## config.mk

```make
export PLATFORM = sky130hd
export DESIGN_NAME = neuron_mac_ctrl
export DESIGN_NICKNAME = d
export VERILOG_FILES = /design/src/rtl/neuron_mac_ctrl.sv
export SDC_FILE = /design/constraint.sdc
export NUM_CORES = 1
export LEC_CHECK = 0
export CELL_PAD_IN_SITES_DETAIL_PLACEMENT = 0
export CELL_PAD_IN_SITES_GLOBAL_PLACEMENT = 1
export CORE_MARGIN = 3
export CORE_UTILIZATION = 42
export DETAILED_ROUTE_END_ITERATION = 10
export PLACE_DENSITY_LB_ADDON = 0.1
export SYNTH_ARGS = -nofsm -noshare
export SYNTH_HDL_FRONTEND = slang
export SYNTH_SLANG_ARGS = --single-unit
export TNS_END_PERCENT = 5
```

## constraint.sdc

```tcl
create_clock -name clk -period 5.81 [get_ports clk]
set_input_delay 1.162 -clock clk [delete_from_list [all_inputs] [get_ports clk]]
set_output_delay 1.162 -clock clk [all_outputs]
set_load 0.005 [all_outputs]
```

## src/rtl/neuron_mac_ctrl.sv

```systemverilog
// Sequential neuron: accumulates len products from an external multiplier onto a bias,
// then applies shift and ReLU with positive saturation before a valid/ready handshake.
module neuron_mac_ctrl #(
    parameter int WIDTH  = 8,
    parameter int ADDR_W = 8,
    parameter int SHIFT  = 0
) (
    input  logic                 clk,
    input  logic                 rst,
    input  logic                 start,
    input  logic [ADDR_W-1:0]    len,
    input  logic [2*WIDTH-1:0]   bias,
    output logic                 rd_en,
    output logic [ADDR_W-1:0]    rd_addr,
    input  logic [WIDTH-1:0]     x_data,
    input  logic [WIDTH-1:0]     w_data,
    output logic [WIDTH-1:0]     mul_a,
    output logic [WIDTH-1:0]     mul_b,
    output logic                 mul_start,
    input  logic                 mul_ack,
    input  logic                 mul_done,
    input  logic [2*WIDTH-1:0]   mul_p,
    output logic                 busy,
    output logic                 out_valid,
    input  logic                 out_ready,
    output logic [WIDTH-1:0]     out_data,
    output logic                 sat
);

    localparam int AW = 2*WIDTH + ADDR_W + 1;

    typedef enum logic [2:0] {IDLE, READ, LOAD, MREQ, MWAIT, POST, OUT} state_t;

    state_t                   state, state_nxt;
    logic signed [AW-1:0]     acc;
    logic signed [AW-1:0]     acc_sh;
    logic signed [AW-1:0]     bias_ext;
    logic signed [AW-1:0]     prod_ext;
    logic [ADDR_W-1:0]        idx;
    logic [ADDR_W-1:0]        idx_inc;
    logic [ADDR_W-1:0]        len_q;

    // Returns {sat, data}: negatives clamp to zero, large positives to the max code.
    function automatic logic [WIDTH:0] relu_sat(input logic signed [AW-1:0] v);
        logic signed [AW-1:0] maxv;
        maxv = '0;
        maxv[WIDTH-2:0] = '1;
        if (v[AW-1])
            return '0;
        else if (v > maxv)
            return {1'b1, 1'b0, {(WIDTH-1){1'b1}}};
        else
            return {1'b0, v[WIDTH-1:0]};
    endfunction

    assign bias_ext = {{(AW-2*WIDTH){bias[2*WIDTH-1]}}, bias};
    assign prod_ext = {{(AW-2*WIDTH){mul_p[2*WIDTH-1]}}, mul_p};
    assign acc_sh   = acc >>> SHIFT;
    assign idx_inc  = idx + ADDR_W'(1);

    always_ff @(posedge clk or posedge rst) begin
        if (rst)
            state <= IDLE;
        else
            state <= state_nxt;
    end

    always_comb begin
        state_nxt = state;
        case (state)
            IDLE:    if (start) state_nxt = (len != '0) ? READ : POST;
            READ:    state_nxt = LOAD;
            LOAD:    state_nxt = MREQ;
            MREQ:    if (mul_ack) state_nxt = MWAIT;
            MWAIT:   if (mul_done) state_nxt = (idx_inc == len_q) ? POST : READ;
            POST:    state_nxt = OUT;
            OUT:     if (out_ready) state_nxt = IDLE;
            default: state_nxt = IDLE;
        endcase
    end

    always_comb begin
        rd_en     = 1'b0;
        mul_start = 1'b0;
        out_valid = 1'b0;
        busy      = (state != IDLE);
        rd_addr   = idx;
        case (state)
            READ:    rd_en     = 1'b1;
            MREQ:    mul_start = 1'b1;
            OUT:     out_valid = 1'b1;
            default: ;
        endcase
    end

    // Datapath registers; operands stay frozen from LOAD until the next LOAD.
    always_ff @(posedge clk or posedge rst) begin
        if (rst) begin
            acc      <= '0;
            idx      <= '0;
            len_q    <= '0;
            mul_a    <= '0;
            mul_b    <= '0;
            out_data <= '0;
            sat      <= 1'b0;
        end else begin
            case (state)
                IDLE: if (start) begin
                    acc   <= bias_ext;
                    idx   <= '0;
                    len_q <= len;
                end
                LOAD: begin
                    mul_a <= x_data;
                    mul_b <= w_data;
                end
                MWAIT: if (mul_done) begin
                    acc <= acc + prod_ext;
                    idx <= idx_inc;
                end
                POST: {sat, out_data} <= relu_sat(acc_sh);
                OUT:  if (out_ready) sat <= 1'b0;
                default: ;
            endcase
        end
    end

endmodule

```

* Word level (Yosys, flattened, before mapping)
Cells that the tools add are included.
Word-level totals: flip-flop bits (word level) 69, output and inout bits 37, logic and storage cells 51
Cells by class: add/sub/neg operators 2, $lt $le $gt $ge 1, eq/ne operators 11, mux-type cells 20, reduce and logical (&&, ||, !) cells 9
Operators by type and width (count):
- $mux 25 | 2
- $pmux 25 s2 | 1
- $add 25x16->25 | 1
- $gt 25x8->1 const B | 1
- $pmux 3 s7 | 1
- $mux 3 | 6
- $mux 9 | 2
- $mux 8 | 2
- $pmux 8 s2 | 1
- $eq 3x3->1 const B | 3
- $add 8x1->8 const B | 1
- $eq 8x8->1 | 1
- $ne 2x2->1 const B | 4
- $reduce_bool 8->1 | 1
- $eq 3x2->1 const B | 2
- $mux 1 | 4
- $reduce_and 2->1 | 2
- $reduce_and 4->1 | 1
- $reduce_bool 2->1 | 2
- $eq 3x1->1 const B | 1
- $logic_not 3->1 | 1
- $reduce_and 3->1 | 1
- $reduce_bool 3->1 | 1
- $pmux 1 s2 | 1

* Logic depth before layout (Yosys ltp)
Gate-level depths: netlist of the first run.
depth after elaboration 5, depth in mapped cells 9, mapped depth without buffers 9

* Least setup slack after synthesis of the first run
Ideal clock, no wire load.
kind input to register, start input port mul_p[0], end register acc[22], setup time 128 ps, arrival 3117 ps, setup slack 2565 ps, stages on the path 8, path buffers 0, path through ha_1 fa_1 a21o_1 a221oi_2 o221ai_1 a41oi_1 xor2_1 o22ai_1
Between the ends: word-level cells in the longest chain between the ends 3
Ends and longest elaborated chain:
- start, declared | line 22 | input logic [2*WIDTH-1:0] mul_p,
- $add 25x16->25 | line 118 | acc <= acc + prod_ext;
- $mux 25 | line 117 | MWAIT: if (mul_done) begin
- $pmux 25 s2 | line 107 | case (state)
- end signal, assigned | line 109 | acc <= bias_ext;
- end signal, assigned | line 118
- end, declared | line 35 | logic signed [AW-1:0] acc;
Every way passes these cells. The select of a mux whose other input is x is not followed. A chain may end at the register's enable or synchronous reset.

* Worst setup path in the final report of the first run
Ends and elaborated chain as after synthesis.

==> impl_results.md, run 1 <==
* Period utilization at 61.2%
* Hold Path Origin: sat
* CP max stage delay at 480 ps
* Period minus WS final at 3560 ps
* Final slew viol count at 0
* WL/cell at 17.2 um
* Seq/Total Area, Yosys at 37.3%
* Detailed Routing Iterations Pass 1 at 4
* R2r startpoint: state[2]
* Global-route usage over all layers at 20.6%
* Clk_lat worst skew at 340 ps
* Area grow syn2layout at 26.1%
* DR vias/cell at 5.51
* Post-DRT Antenna Nets at 0
* Synthesized cell area at 4630 um^2
* Hold depth at 2
* CP Cell Sequence: clkdlybuf4s50_1, ha_1, fa_1, a21o_1, a221oi_2, o221ai_1, a41oi_1, xor2_1, o22ai_1
* Initial core utilization at 44.1%
* Number of diodes at 0
* Setup CP Type: in -> reg
* Vias in the first global route at 4036
* Critical path's slowest cell: a221oi_2
* Starting DRT DRC Count at 199
* Static Leak at 2.42 nW
* Post-CTS Setup Inserts at 0
* Die height at 111 um
* FF-to-FF path depth at 5
* # fillers at 1008
* Hold Fails Final Rpt at 0
* CP top delay family: compound AO/OA/AOI/OAI gates
* Clock Sinks at 69
* Core area at 10500 um^2
* Max-slew headroom at 24.6%
* Worst hold slack at 502 ps
* Clock Skew at 7.58 ps
* I/O pin count at 99
* Hold-fix buffers at CTS at 0
* Final nets at 675
* Prevailing post-synth register cell: dfrtp_1
* GPL Wtd Cong at 0.855
* First-pass GRT wire length at 20900 um
* CP Max Fanout at 4
* Commonest non-fill, non-tap cell in the layout: clkdlybuf4s50_1
* Synth Net Count at 591
* Clock transition at path regs at 80 ps
* H-tree Lvls at 3
* Worst Setup End Kind: register
* Cell variety after synth at 69
* RSZ-0062 raised after global routing: no
* Asr flop ratio synth at 100%
* Final-report setup violation count at 0
* Mean Syn Cell Area at 9.21 um^2
* Clk root buf: clkbuf_8
* Reg area at 1730 um^2
* Critical Path AT at 3780 ps
* Clk buf depth at 2
* Max-cap violations at 0
* FP Rows at 37
* Pwr Density at 506 nW/um^2
* Die area at 12300 um^2
* PortBufs at 98
* Flop-to-flop setup slack at 2700 ps
* CTS tree: built
* Initial antenna violation count at 0
* Post-Syn Instances at 503
* Crit path required time at 6040 ps
* Most frequent cells in the layout: clkdlybuf4s50_1, dfrtp_1, nand2_1
* Residual DRC at 0
* Post-DP HPWL at 9450 um
* Routed WL at 12500 um
* Status: finished, final reports clean
* Worst-Margin Slew at 1120 ps
* Largest net degree at the start of global routing at 70
* Number of synthesized register bits at 69
* CP bufs+invs at 1
* CP Launch Type: primary input
* Peak Freq at 281 MHz
* GRT overflow at 0
* Peak supply drop at 0.179 mV
* Via count at 4010
* Yosys warns at 0
* CP startpoint: mul_p[0]
* Die width at 111 um
* TritonCTS buffer count at 9
* # resized after CTS at 0
* Number of synthesized flops with an enable pin at 0
* Hold Path End: sat
* Worst hold path class: reg -> reg
* Area occupied by multi-input gates at 2700 um^2
* FF-to-FF End: state[2]
* Ratio of cells with drive above 1 in the final layout at 10.1%
* Setup tns final at 0 ps
## Yosys cell counts, drive strengths merged, types with 5 or more instances
cell / instances / area share, %
a21o: 10 / 1.6
a21oi: 41 / 4.4
and3: 6 / 0.81
buf: 14 / 2.2
clkbuf: 15 / 1.5
dfrtp: 69 / 37
ha: 25 / 6.7
inv: 11 / 0.89
mux2: 25 / 6.1
nand2: 56 / 4.5
nand2b: 6 / 0.81
nand3: 8 / 0.86
nand4: 8 / 1.1
nor2: 33 / 2.7
nor3: 11 / 1.8
nor3b: 8 / 1.3
nor4: 5 / 0.67
o21ai: 42 / 4.5
o22ai: 13 / 1.8
xnor2: 22 / 4.2
xor2: 12 / 2.3
## flip-flops by register name, summed over array words and instances (netlist names)
register and count:
acc 25, mul_b 8, len_q 8, out_data 8
mul_a 8, rd_addr 8, sat 1, state 3
## worst min-delay path, delay by kind of cell, from the launching register on
kind | cells | cell delay (ps)
flops | 1 | 350
simple gates | 2 | 130
## per-layer routing
metal  share of wire (%)  track usage [%]  up-vias
li1                    -                -     2003
met1                  46             28.4     1911
met2                  47             34.1       91
met3                 5.9             4.09        5
met4                0.50             3.89        0
met5                   0                0        -
## stage by stage
step	instances	utilization, %	power, mW	setup WS [ps]	cell area, um^2
floorplan	503	-	2.08	2570	4630
global placement	712	53.7	2.54	1890	5640
detailed placement	712	53.7	2.57	1880	5640
CTS	728	55.6	2.98	2250	5840
global route	728	55.6	3.22	2100	5840
finish	728	55.6	2.96	2250	5840
## power breakdown
group          internal, mW  switching (mW)  total, mW  leakage, nW
registers             0.695           0.213      0.908        0.837
logic                 0.826           0.823       1.65         1.49
clock network         0.199           0.199      0.398       0.0954
total                  1.72            1.23       2.96         2.42
## how the worst max path moves through the flow
stage          endpoint  slack (ps)  depth (start not counted)
2_1_floorplan   acc[22]        2570                          8
3_3_place_gp    acc[22]        1890                          9
3_5_place_dp    acc[22]        1880                          9
4_1_cts         acc[22]        2250                          9
5_1_grt         acc[22]        2100                          9
6_report        acc[22]        2250                          9
## cell families after synthesis
kind of cell,count (synthesis),synth area share [%]
adders and majority gates,26,7.18
muxes,27,6.51
buffers and inverters,40,4.59
AOI/OAI and AO/OA,153,21.5
DFF,69,37.3
and+or+nand+nor,154,16.5
xor gates and xnor gates,34,6.43
## cell type report
cell class              instances  share of cell area [%]
clock buffers                   9                    2.12
multi-input cells             394                    46.1
well taps                     136                    2.91
repair buffers                102                    17.3
flip-flops and latches         69                    29.5
inverters                      11                   0.706
clock inverters                 7                    1.31
Note: power is estimated with default switching activity, not from simulation.
==> run 2: changes to the inputs <==
--- a/config.mk
+++ b/config.mk
@@ -8,7 +8,7 @@
 export CELL_PAD_IN_SITES_DETAIL_PLACEMENT = 0
 export CELL_PAD_IN_SITES_GLOBAL_PLACEMENT = 1
 export CORE_MARGIN = 3
-export CORE_UTILIZATION = 42
+export CORE_UTILIZATION = 35
 export DETAILED_ROUTE_END_ITERATION = 10
 export PLACE_DENSITY_LB_ADDON = 0.1
 export SYNTH_ARGS = -nofsm -noshare
==> constraint.sdc (replaced) <==
create_clock -name clk -period 2.9 [get_ports clk]
set_input_delay 0.58 -clock clk [delete_from_list [all_inputs] [get_ports clk]]
set_output_delay 0.58 -clock clk [all_outputs]
set_load 0.005 [all_outputs]
==> run 2 against run 1 <==
Register-to-register slack got worse by 2300 ps. Highest routed layer unchanged. Clock power rose to 2.9 times the previous value. Routed wire length up 11%. Critical path depth increased by 1. Sequential power up 98%. Setup slack got worse by 2200 ps. Die area grew 19%. Critical endpoint is now acc[17]. Flip-flop and latch count unchanged. Worst hold slack got worse by 13 ps. Combinational power grew 130%.
==> impl_results.md, run 2 (synthesis results as in run 1) <==
* Status: finished, final reports clean
* Core area at 12800 um^2
* Clk_lat worst skew at 340 ps
* # fillers at 1173
* Critical path's slowest cell: clkdlybuf4s50_1
* Initial core utilization at 36.3%
* Max-slew headroom at 61.0%
* Peak Freq at 356 MHz
* Critical Path AT at 3040 ps
* Ratio of cells with drive above 1 in the final layout at 17.7%
* Initial antenna violation count at 0
* I/O pin count at 99
* CP Launch Type: primary input
* Worst hold path class: reg -> reg
* DR WL met2 at 6410 um
* Pwr Density at 1060 nW/um^2
* Post-DP HPWL at 10300 um
* Max-cap violations at 0
* Largest net degree at the start of global routing at 70
* Post-DRT Antenna Nets at 0
* CP Cell Sequence: clkdlybuf4s50_1, ha_1, buf_4, a21o_1, a21oi_1, or3b_1, o21ai_0, buf_4, mux2i_1, nor2_1
* Crit path required time at 3130 ps
* Detailed Routing Iterations Pass 1 at 4
* Routed WL at 13900 um
* Vias in the first global route at 4322
* WL/cell at 17.0 um
* TritonCTS buffer count at 9
* Number of diodes at 0
* PortBufs at 98
* DR vias/cell at 5.20
* Setup CP Type: in -> reg
* Placed cell area at 6120 um^2
* Flop-to-flop setup slack at 410 ps
* Peak supply drop at 0.429 mV
* Clock transition at path regs at 60 ps
* Clk buf depth at 2
* Setup tns final at 0 ps
* CP max stage delay at 510 ps
* GPL Wtd Cong at 0.878
* H-tree Lvls at 3
* FP Rows at 41
* Area grow syn2layout at 38.8%
* Static Leak at 2.74 nW
* Final Instance Area at 6430 um^2
* Hold Fails Final Rpt at 0
* Final slew viol count at 0
* Final nets at 729
* Die width at 121 um
* Die area at 14700 um^2
* Period minus WS final at 2810 ps
* Most Frequent Cell on Critical Path: buf_4
* Worst Setup End Kind: register
* First-pass GRT wire length at 22400 um
* Die height at 121 um
* Residual DRC at 0
* CTS tree: built
* Wl on met1 at 6630 um
* Commonest non-fill, non-tap cell in the layout: clkdlybuf4s50_1
* Starting DRT DRC Count at 272
* Worst-Margin Slew at 580 ps
* Via count at 4248
* CP Max Fanout at 4
* RSZ-0062 raised after global routing: no
* Clock Sinks at 69
* Period utilization at 96.8%
* Final-report setup violation count at 0
* Most frequent cells in the layout: clkdlybuf4s50_1, dfrtp_1, nand2_1, buf_4
* Top routing layer in use: met4
* Reg with most FFs: acc
* Global-route usage over all layers at 19.5%
* Clk root buf: clkbuf_16
* GRT overflow at 0
* DR WL met3 at 593 um
* Max FFs per register at 25
* Clock Skew at 5.01 ps
* Post-CTS Setup Inserts at 0
## run 2: changes by cell type in the layout (fill, tap and decap cells not counted), sizes merged
cell / previous run / this run
buf: 4 / 58
clkbuf: 9 / 12
clkinv: 4 / 0
## run 2: final cells by class
| cell class | instances | area [um^2] | share of cell area (%) |
|---|---|---|---|
| multi-input combinational | 394 | 2710 | 42.1 |
| sequential | 69 | 1730 | 26.8 |
| timing repair buffer | 156 | 1440 | 22.4 |
| clock buffer | 12 | 256 | 3.99 |
| tap | 172 | 215 | 3.34 |
| clock inverter | 3 | 45.0 | 0.700 |
| inverter | 11 | 41.3 | 0.642 |
## run 2: metrics by stage
stage                     instances  hold WS, ps  setup WS, ps  power, mW  util [%]
after detailed placement        802          480          -315       5.66      47.9
after CTS                       817          493          30.0       6.84      50.3
final                           817          488          92.7       6.80      50.4
after global routing            817          510          3.78       7.34      50.4
after floorplan                 503          467           237       4.17         -
after global placement          802          475          -282       5.61      47.9
## run 2: critical path: cells and delay by family
kind	cells	cell delay [ps]
buffers and inverters	3	830
AOI/OAI and AO/OA	3	640
and+or+nand+nor	2	420
adders and majority gates	1	380
muxes	1	180
## run 2: metal layers
metal,GRT usage [%],vias to the layer above
met1,26.8,2039
met3,3.64,18
li1,-,2106
met2,30.0,85
met4,8.14,0
met5,0,-
## run 2: path summary, 6_finish.rpt
check                                  from          end  depth (start not counted)
max in group asynchronous               rst      acc[22]                          3
worst min-delay path            out_data[7]  out_data[7]                          1
min in group asynchronous               rst     mul_a[6]                          3
worst min register to register  out_data[7]  out_data[7]                          1
worst max-delay path              mul_p[15]      acc[17]                         10
worst max register to register      acc[14]      acc[17]                          9
## run 2: power by group
part           switching, mW  internal (mW)  total, mW
sequential             0.408           1.40       1.80
clock                  0.438          0.708       1.15
combinational           1.81           2.04       3.85
## run 2: repair_timing
| item | 4_1_cts | 5_1_grt |
|---|---|---|
| setup endpoints to repair | 0 | 3 |
| gates resized for setup | 0 | 2 |
| hold buffers | 0 | 0 |
